File: config.mk
export PLATFORM = sky130hd
export DESIGN_NAME = muldiv_unit
export DESIGN_NICKNAME = d
export VERILOG_FILES = /design/src/rtl/muldiv_pkg.sv /design/src/rtl/muldiv_unit.sv
export SDC_FILE = /design/constraint.sdc
export NUM_CORES = 1
export LEC_CHECK = 0
export ABC_AREA = 1
export CAP_MARGIN = 5
export CORE_MARGIN = 2
export CORE_UTILIZATION = 25
export CTS_CLUSTER_DIAMETER = 60
export DETAILED_ROUTE_END_ITERATION = 8
export HOLD_SLACK_MARGIN = 0.02
export MAX_ROUTING_LAYER = met4
export SYNTH_ARGS = -nofsm -noshare
export SYNTH_HDL_FRONTEND = slang
export SYNTH_SLANG_ARGS = --single-unit
File: constraint.sdc
create_clock -name clk -period 9.1 [get_ports clk]
set_input_delay 2.275 -clock clk [delete_from_list [all_inputs] [get_ports clk]]
set_output_delay 2.275 -clock clk [all_outputs]
set_load 0.02 [all_outputs]
File: src/rtl/muldiv_pkg.sv
// muldiv_pkg: op codes, FSM states and the conditional-negate helper for muldiv_unit
package muldiv_pkg;
  localparam logic [2:0] OP_MULT  = 3'd0;
  localparam logic [2:0] OP_MULTU = 3'd1;
  localparam logic [2:0] OP_DIV   = 3'd2;
  localparam logic [2:0] OP_DIVU  = 3'd3;
  localparam logic [2:0] OP_MTHI  = 3'd4;
  localparam logic [2:0] OP_MTLO  = 3'd5;
  localparam int MAXW = 128;
  typedef enum logic [1:0] {S_IDLE, S_PREP, S_RUN, S_FIXUP} state_t;
  function automatic logic [MAXW-1:0] neg_if(input logic [MAXW-1:0] value, input logic cond);
    return cond ? -value : value;
  endfunction
endpackage

File: src/rtl/muldiv_unit.sv
// muldiv_unit: iterative shift-add multiplier / restoring divider owning the HI/LO pair
module muldiv_unit
  import muldiv_pkg::*;
#(
  parameter int WIDTH = 32
) (
  input  logic             clk,
  input  logic             rst,
  input  logic             start,
  input  logic [2:0]       op,
  input  logic [WIDTH-1:0] a,
  input  logic [WIDTH-1:0] b,
  input  logic             flush,
  output logic             busy,
  output logic             done,
  output logic [WIDTH-1:0] hi,
  output logic [WIDTH-1:0] lo
);
  localparam int CW = $clog2(WIDTH + 1);
  localparam int W2 = 2 * WIDTH;
  localparam logic [CW-1:0] LAST = CW'(WIDTH - 1);
  state_t state;
  logic [CW-1:0] cnt;
  logic [W2-1:0] acc, acc_nx, prod_fix;
  logic [WIDTH-1:0] ra, rb, a_mag, b_mag, quo_fix, rem_fix;
  logic [WIDTH:0] sum, trial;
  logic is_div, sa, sb, bz, arith;
  // one datapath step: multiply adds into the upper half and shifts right, divide shifts left and trial-subtracts
  always_comb begin
    arith    = op <= OP_DIVU;
    a_mag    = WIDTH'(neg_if(MAXW'(ra), sa));
    b_mag    = WIDTH'(neg_if(MAXW'(rb), sb));
    sum      = {1'b0, acc[W2-1:WIDTH]} + {1'b0, (rb[0] ? ra : {WIDTH{1'b0}})};
    trial    = acc[W2-1:WIDTH-1] - {1'b0, rb};
    acc_nx   = is_div ? (trial[WIDTH] ? {acc[W2-2:0], 1'b0} : {trial[WIDTH-1:0], acc[WIDTH-2:0], 1'b1})
                      : {sum, acc[WIDTH-1:1]};
    prod_fix = W2'(neg_if(MAXW'(acc), sa ^ sb));
    quo_fix  = bz ? {WIDTH{1'b1}} : WIDTH'(neg_if(MAXW'(acc[WIDTH-1:0]), sa ^ sb));
    rem_fix  = WIDTH'(neg_if(MAXW'(acc[W2-1:WIDTH]), sa));
  end
  // control FSM plus operand, accumulator and HI/LO registers
  always_ff @(posedge clk or posedge rst) begin
    if (rst) begin
      state  <= S_IDLE;
      cnt    <= '0;
      acc    <= '0;
      ra     <= '0;
      rb     <= '0;
      is_div <= 1'b0;
      sa     <= 1'b0;
      sb     <= 1'b0;
      bz     <= 1'b0;
      busy   <= 1'b0;
      done   <= 1'b0;
      hi     <= '0;
      lo     <= '0;
    end else begin
      done <= 1'b0;
      if (flush) begin
        state <= S_IDLE;
        busy  <= 1'b0;
      end else begin
        case (state)
          S_IDLE: begin
            if (start && arith) begin
              ra     <= a;
              rb     <= b;
              is_div <= op[1];
              sa     <= ~op[0] & a[WIDTH-1];
              sb     <= ~op[0] & b[WIDTH-1];
              bz     <= b == '0;
              busy   <= 1'b1;
              state  <= S_PREP;
            end else if (start && op == OP_MTHI) begin
              hi <= a;
            end else if (start && op == OP_MTLO) begin
              lo <= a;
            end
          end
          S_PREP: begin
            ra    <= a_mag;
            rb    <= b_mag;
            acc   <= is_div ? {{WIDTH{1'b0}}, a_mag} : '0;
            cnt   <= '0;
            state <= S_RUN;
          end
          S_RUN: begin
            acc   <= acc_nx;
            rb    <= is_div ? rb : rb >> 1;
            cnt   <= cnt + 1'b1;
            state <= cnt == LAST ? S_FIXUP : S_RUN;
          end
          default: begin
            hi    <= is_div ? rem_fix : prod_fix[W2-1:WIDTH];
            lo    <= is_div ? quo_fix : prod_fix[WIDTH-1:0];
            done  <= 1'b1;
            busy  <= 1'b0;
            state <= S_IDLE;
          end
        endcase
      end
    end
  end
endmodule

### After elaboration in Yosys (flattened, before gate mapping)

Index checks and enable logic that the tools add are counted.

* add/sub/neg operators: 8
* multipliers: 0
* div/mod/pow operators: 0
* $lt $le $gt $ge: 1
* equality and inequality tests: 14
* shifts and indexed selects: 0
* mux-type cells: 35
* bitwise logic cells: 6
* reductions and logical operators: 17

Operator list (number)
* 2-to-1 mux 32 bit: 17
* 2-to-1 mux 64 bit: 3
* one-hot mux 32 bit (2 select lines): 3
* negator 32 bit: 4
* one-hot mux 64 bit (2 select lines): 1
* one-hot mux 32 bit (3 select lines): 1
* negator 64 bit: 1
* adder 32 x 32 -> 33 bit: 1
* subtractor 33 x 32 -> 33 bit: 1
* logical NOT 32 bit: 1
* inequality test 2 bit (second input constant): 7
* one-hot mux 6 bit (2 select lines): 1
* AND reduction 5 bit: 2
* adder 6 x 1 -> 6 bit (second input constant): 1
* == test 3 bit (second input constant): 2
* == test 6 x 5 -> 1 bit (second input constant): 1
* one-hot mux 2 bit (3 select lines): 1
* AND reduction 3 bit: 2
* 2-to-1 mux 1 bit: 5
* 2-to-1 mux 2 bit: 2
* AND reduction 2 bit: 2
* AND reduction 4 bit: 1
* nonzero test 2 bit: 2
* less-or-equal comparator 3 x 2 -> 1 bit (second input constant): 1
* other kinds (13): 18

* register bits: 206
* latch bits: 0
* RAM bits: 0
* ROM bits: 0
* input port bits: 71
* word-level logic and storage cells: 94
* memories kept: 0

### Logic depth before layout (Yosys ltp)

Gate-level depths: netlist of the first run.

* word-level depth: 6
* gate-level depth with buffers: 19

### Worst setup path after synthesis of the first run

OpenSTA, ideal clock, no wires.

* path type: input to register
* start: in op[2]
* end: reg rb[3]
* setup time: 0.133 ns
* arrival: 3.416 ns
* required time: 8.967 ns
* path slack: 5.552 ns
* stages on the path: 8
* path buffers: 2
* cells stage by stage: inv_1 > nand2_1 > a21oi_1 > nand2_1 > nor3_2 > buf_2 > buf_2 > o22ai_1

* cells in the longest elaborated chain, start to end: 4

RTL lines
* from (decl): RTL line muldiv_unit.sv:10 `input logic [2:0] op,`
* less-or-equal comparator 3 x 2 -> 1 bit: RTL line muldiv_unit.sv:30 `arith = op <= OP_DIVU;`
* logical AND 1 bit: RTL line muldiv_unit.sv:65 `if (start && arith) begin`
* inequality test 2 bit (no source line)
* AND reduction 5 bit (no source line)
* to (signal assigned): RTL line muldiv_unit.sv:82 `rb <= b_mag;`
* to (signal assigned): RTL line muldiv_unit.sv:89 `rb <= is_div ? rb : rb >> 1;`
* to (decl): RTL line muldiv_unit.sv:25 `logic [WIDTH-1:0] ra, rb, a_mag, b_mag, quo_fix, rem_fix;`

Every way passes these cells.
A chain may end at the register's enable or synchronous reset.

### Worst setup path after layout of the first run

* start: in flush
* end: reg acc[32]

* cells in the longest elaborated chain, start to end: 2

RTL lines
* from (decl): RTL line muldiv_unit.sv:13 `input logic flush,`
* NOT 1 bit (no source line)
* AND reduction 2 bit (no source line)
* to (signal assigned): RTL line muldiv_unit.sv:83 `acc <= is_div ? {{WIDTH{1'b0}}, a_mag} : '0;`
* to (signal assigned): RTL line muldiv_unit.sv:88 `acc <= acc_nx;`
* to (decl): RTL line muldiv_unit.sv:24 `logic [W2-1:0] acc, acc_nx, prod_fix;`

Every way passes these cells.

==> results.md, run 1 <==
* Post-synthesis async set-or-reset flop share at 1.00
* Reg2reg end: acc[32]
* Post-synth design cell area at 19700 um^2
* Initial Util at 0.254
* IO Pins at 137
* Cts repair resizes at 0
* Core area at 77700 um^2
* CTS tree: done
* Hold_sp: lo[4]
* Compound-gate portion of the synthesized area at 0.176
* Vias at 22600
* Hold path cells at 2
* Arrival time worst endpoint at 5.17 ns
* Reg clk slew, reported paths at 0.06 ns
* Crit path kind: primary input to register
* Die span in x at 285 um
* Share of layout cells above drive strength 1 at 0.0395
* Mapped Nets at 3447
* Fillcell total at 8708
* Gr usage total at 0.209
* Fin nets at 3517
* Port bufs at 136
* Final Instance Area at 23000 um^2
* HPWL after DPL at 66400 um
* Synthesized instance count at 3300
* Req. time, crit path at 9.60 ns
* RePlAce Congestion at 0.990
* Max Cap Viol at 0
* Top_reg_cell synth: dfrtp_1
* TritonRoute pass-1 iters at 7
* Synth Area in Adders at 0.0490
* Setup bufs post-CTS at 0
* Drt total wl at 85000 um
* Largest net degree at the start of global routing at 93
* CTS Hold Bufs at 0
* Power density cells at 440 nW/um^2
* Leak at 11.1 nW
* Max Transition Viols Final at 0
* Syn_area_per_cell at 5.97 um^2
* Max Fclk at 0.214 GHz
* Main combinational cell family by area after synthesis: simple AND/OR/NAND/NOR gates
* Vias in the first global route at 21200
* Critical Path Sink Type: register
* Final hold vios at 0
* Skew-Pair Late Insertion Delay at 0.59 ns
* Synth warn at 0
* Crit-path max FO at 42
* Critical Path Start Type: primary input
* # DRC at 0
* First-pass GRT wire length at 129000 um
* Clock Skews at 0.0340 ns
* Post-Synth XOR/XNOR Area at 0.0258
* Worst setup margin at 4.43 ns
* Max VDD drop at 0.188 mV
* Setup TNS at 0 ns
* Die area at 81100 um^2
* Vias per cell at 5.10
* CTS max path bufs at 3
* Post-synthesis simple-gate area fraction at 0.380
* Cell Rows at 102
* Initial antenna violation count at 1
* Die Height at 285 um
* Commonest non-fill, non-tap cell in the layout: nand2_1
* #FFs+latches synth at 206
* GR Overflow Total at 0
* Post-synth EDFFs at 0
* Worst Hold Class: register to register
* Sequential element share of the synthesized area at 0.262
* Most frequent cells in the layout: 942 x nand2_1, 413 x inv_1, 408 x nor2_1
* Pin slew with the least headroom to its limit at 1.23 ns
* Pre-CTS worst setup slack at 3.95 ns
* # clock sinks at 206
* Final period utilization at 0.513
* Post-synthesis mux area share at 0
* ANT nets after route at 0
* Synth cell types at 54
* Antenna cells at 0
* CTS root buf: clkbuf_16
* R2R setup slack at 5.03 ns
* Placement-stage cell area at 22100 um^2
* DR WL/cell at 19.2 um
* RSZ-0062 raised after global routing: false
* Total power at 0.0101 W
* Area Growth Syn to Fin at 16.9%
* Fin crit period at 4.67 ns
* First DRT Iteration DRCs at 2197
* Relative slew slack at 0.177
* R2R depth at 12
* Origin of the critical flop-to-flop path: state[1]
* CTS H-tree depth at 1
* Outcome: completed
* Final setup viols at 0
* Cts bufs inserted at 27
* Worst Hold Path EP: lo[4]
[worst max-delay path, stage by stage]
cell             delay (ns)
clkdlybuf4s50_1        0.53
nor2_2                 0.15
buf_4                  0.42
inv_2                  0.08
nor2_2                 0.85
inv_1                  0.42
a21oi_1                0.28
nand2_1                0.07
o21ai_0                0.07
[cell usage after synthesis, types with 5 or more instances]
library cell,number,area (um^2)
nor3_1,41,205
xor2_1,43,377
nor2_1,408,1530
a31oi_1,29,181
nand2_1,942,3540
nand4_1,44,275
o31ai_1,7,52.6
or2_2,8,50.1
dfrtp_1,206,5150
o22ai_1,27,169
clkbuf_1,73,274
buf_6,5,56.3
ha_1,74,926
inv_1,415,1560
o21bai_1,11,82.6
nand2_2,9,56.3
o21ai_1,12,60.1
nand2_4,5,56.3
nand3_1,275,1380
nor2_2,7,43.8
inv_2,14,52.6
nand3b_1,13,97.6
a21o_1,9,67.6
a22oi_1,14,105
o211ai_1,36,270
buf_2,24,120
nor4_1,12,75.1
o21ai_0,234,1170
buf_1,17,63.8
a21oi_1,235,1180
xnor2_1,15,131
[routing by layer]
layer / track usage / part of all wire / up-vias
met5: - / 0 / -
li1: - / - / 10900
met1: 0.286 / 0.45 / 10600
met4: 0.0707 / 0.038 / 0
met3: 0.0272 / 0.078 / 145
met2: 0.318 / 0.44 / 956
[worst max-delay path by stage]
stage	from	to	slack, ns	cells after the start
6_report	flush	acc[32]	4.43	9
5_1_grt	flush	acc[44]	4.23	9
4_1_cts	flush	acc[44]	4.50	9
3_5_place_dp	flush	acc[33]	3.95	9
3_3_place_gp	flush	acc[44]	4.06	9
2_1_floorplan	rst	acc[0]	1.20	1
[through the flow]
| stage | hold slack [ns] | cells | utilization |
|---|---|---|---|
| 4_1_cts | 0.493 | 4431 | 0.296 |
| 6_report | 0.493 | 4431 | 0.296 |
| 3_5_place_dp | 0.477 | 4381 | 0.284 |
| 3_3_place_gp | 0.474 | 4381 | 0.284 |
| 5_1_grt | 0.526 | 4431 | 0.296 |
| 2_1_floorplan | 0.452 | 3300 | - |
[final cells by class]
type | count | area (um^2) | area share
clock buffer | 38 | 807 | 0.0350
clock inverter | 12 | 164 | 0.00712
inverter | 430 | 1620 | 0.0704
multi-input combinational | 2545 | 12400 | 0.540
sequential | 206 | 5160 | 0.224
tap | 1040 | 1300 | 0.0565
timing repair buffer | 160 | 1540 | 0.0669
[flip-flops by register name, indices dropped and copies added, names as in the netlist, 2 cells and up]
name   count
rb        32
lo        32
state      2
acc       64
hi        32
ra        32
cnt        6
[power by group]
part / switching, W / internal [W]
sequential: 0.000720 / 0.00135
clock: 0.000478 / 0.000707
combinational: 0.00470 / 0.00218
[logic make-up after synthesis]
kind of cell / after synthesis
and+or+nand+nor: 1783
adders and majority gates: 76
xor gates and xnor gates: 58
AOI/OAI and AO/OA: 628
DFF: 206
buffers and inverters: 549
Power figures use the tool's default switching activity.
==> run 2, diff against run 1 <==
==> constraint.sdc (replaced) <==
create_clock -name clk -period 4 [get_ports clk]
set_input_delay 1 -clock clk [delete_from_list [all_inputs] [get_ports clk]]
set_output_delay 1 -clock clk [all_outputs]
set_load 0.02 [all_outputs]
==> run 2 against run 1 <==
Net effect:
- combinational power is 130% higher
- clock power is 130% higher
- total power is 130% higher
- worst hold slack worse by 0.0010 ns
- cell area is 0.80% higher
- global-route usage is 0.39 points higher
- largest cell class unchanged
- highest routed layer unchanged
==> results.md, run 2 (synthesis gave the netlist of run 1 again) <==
* Final period utilization at 0.783
* Die Height at 285 um (unchanged)
* Initial Util at 0.254 (unchanged)
* Origin of the critical flop-to-flop path: rb[0]
* Largest net degree at the start of global routing at 74 (-20%)
* CTS root buf: clkbuf_16
* Vias in the first global route at 21300 (+0.30%)
* Pin slew with the least headroom to its limit at 0.793 ns (-0.441 ns)
* Crit-path max FO at 32 (-24%)
* Die span in x at 285 um (unchanged)
* Worst Hold Class: register to register
* Worst setup margin at 0.867 ns (-3.56 ns)
* RSZ-0062 raised after global routing: false
* Gr usage total at 0.213 (+0.00391)
* IO Pins at 137 (unchanged)
* Vias at 22800 (+0.87%)
* Critical Path Sink Type: register
* Cell Rows at 102 (unchanged)
* Final setup viols at 0 (unchanged)
* Port bufs at 136 (unchanged)
* Share of layout cells above drive strength 1 at 0.0463 (+0.00678)
* Clock Skews at 0.0237 ns (-0.0102 ns)
* Hold Slack at 0.492 ns (-0.00100 ns)
* Cts bufs inserted at 29 (+7.4%)
* Die area at 81100 um^2 (unchanged)
* Max VDD drop at 0.429 mV (+130%)
* First-pass GRT wire length at 131000 um (+1.6%)
* Critical path capture point: acc[43]
* Skew-Pair Late Insertion Delay at 0.60 ns (about the same)
* Fin nets at 3539 (+0.63%)
* Most frequent cells in the layout: 942 x nand2_1, 413 x inv_1, 408 x nor2_1
* Leak at 11.2 nW (+1.0%)
* Pre-CTS worst setup slack at 0.924 ns (-3.02 ns)
* HPWL after DPL at 68100 um (+2.5%)
* Max reg flops at 64 (unchanged)
* ANT nets after route at 0 (unchanged)
* Critical Path Start Type: register
* CTS max path bufs at 3 (unchanged)
* Final hold vios at 0 (unchanged)
* Cts repair resizes at 0 (unchanged)
* R2R depth at 13 (+1)
* Max Transition Viols Final at 0 (unchanged)
* Fillcell total at 8755 (+0.54%)
* Req. time, crit path at 4.48 ns (-5.12 ns)
* First DRT Iteration DRCs at 2440 (+11%)
* R2R setup slack at 0.87 ns (-4.16 ns)
* Power density cells at 1010 nW/um^2 (+130%)
* Setup TNS at 0 ns (unchanged)
* Initial antenna violation count at 4 (+3)
* CTS tree: done
* Worst setup path start: rb[0]
* Outcome: completed
* Relative slew slack at 0.471 (+0.294)
* # clock sinks at 206 (unchanged)
* # DRC at 0 (unchanged)
* Commonest non-fill, non-tap cell in the layout: nand2_1
* Max Fclk at 0.319 GHz
* GR Overflow Total at 0 (unchanged)
* Core area at 77700 um^2 (unchanged)
* Arrival time worst endpoint at 3.61 ns (-1.56 ns)
* Max Cap Viol at 0 (unchanged)
* Register name with the most flops: acc
* Hold path cells at 2 (unchanged)
* Reg2reg end: acc[43]
* CTS Hold Bufs at 0 (unchanged)
* Reg clk slew, reported paths at 0.07 ns (about the same)
* Vias per cell at 5.12 (+0.33%)
* Drt total wl at 86900 um (+2.2%)
* TritonRoute pass-1 iters at 7 (unchanged)
* Fin crit period at 3.13 ns
* RePlAce Congestion at 0.991 (about the same)
* CTS H-tree depth at 1 (unchanged)
* DR WL/cell at 19.5 um (+1.6%)
* Crit path kind: register to register
* Area Growth Syn to Fin at 17.8%
* Setup bufs post-CTS at 0 (unchanged)
==> run 2: worst min path at each step <==
stage / to / start
6_report: rb[2] / rb[2]
3_3_place_gp: lo[14] / lo[14]
4_1_cts: rb[2] / rb[2]
2_1_floorplan: bz / bz
5_1_grt: lo[17] / lo[17]
3_5_place_dp: rb[2] / rb[2]
==> run 2: power by group <==
group          total (W)  switching, W  leakage (nW)  internal (W)
logic             0.0160        0.0110          8.22       0.00505
clock network    0.00276       0.00121         0.483       0.00155
registers        0.00455       0.00147          2.50       0.00308
==> run 2: critical path: stages (launching register included) <==
cell      delay, ns
dfrtp_1        0.47
buf_4          0.36
nand2_1        0.10
inv_1          0.07
ha_1           0.16
inv_1          0.05
fa_1           0.42
o21ai_0        0.54
nand2_1        0.11
nand3_1        0.15
xor2_1         0.09
o21ai_0        0.29
o21bai_1       0.17
nand2_1        0.06
==> run 2: layout make-up <==
class / instances / area, um^2 / area share
sequential: 206 / 5160 / 0.222
multi-input combinational: 2545 / 12400 / 0.536
inverter: 430 / 1620 / 0.0697
clock inverter: 19 / 199 / 0.00857
antenna: 2 / 5.00 / 0.000216
clock buffer: 33 / 781 / 0.0336
timing repair buffer: 180 / 1720 / 0.0740
tap: 1040 / 1300 / 0.0561
==> run 2: per-layer routing <==
layer	track usage	wire length (um)
met1	0.288	38800
met2	0.316	37100
met3	0.0322	6690
met4	0.0897	4330
met5	-	0
==> run 2: stage by stage <==
stage,std cells,area (um^2),total power [W],utilization
floorplan,3300,19700,0.0149,-
global placement,4401,22200,0.0202,0.286
detailed placement,4401,22200,0.0202,0.286
CTS,4453,23200,0.0230,0.299
global route,4455,23200,0.0252,0.299
finish,4455,23200,0.0233,0.299
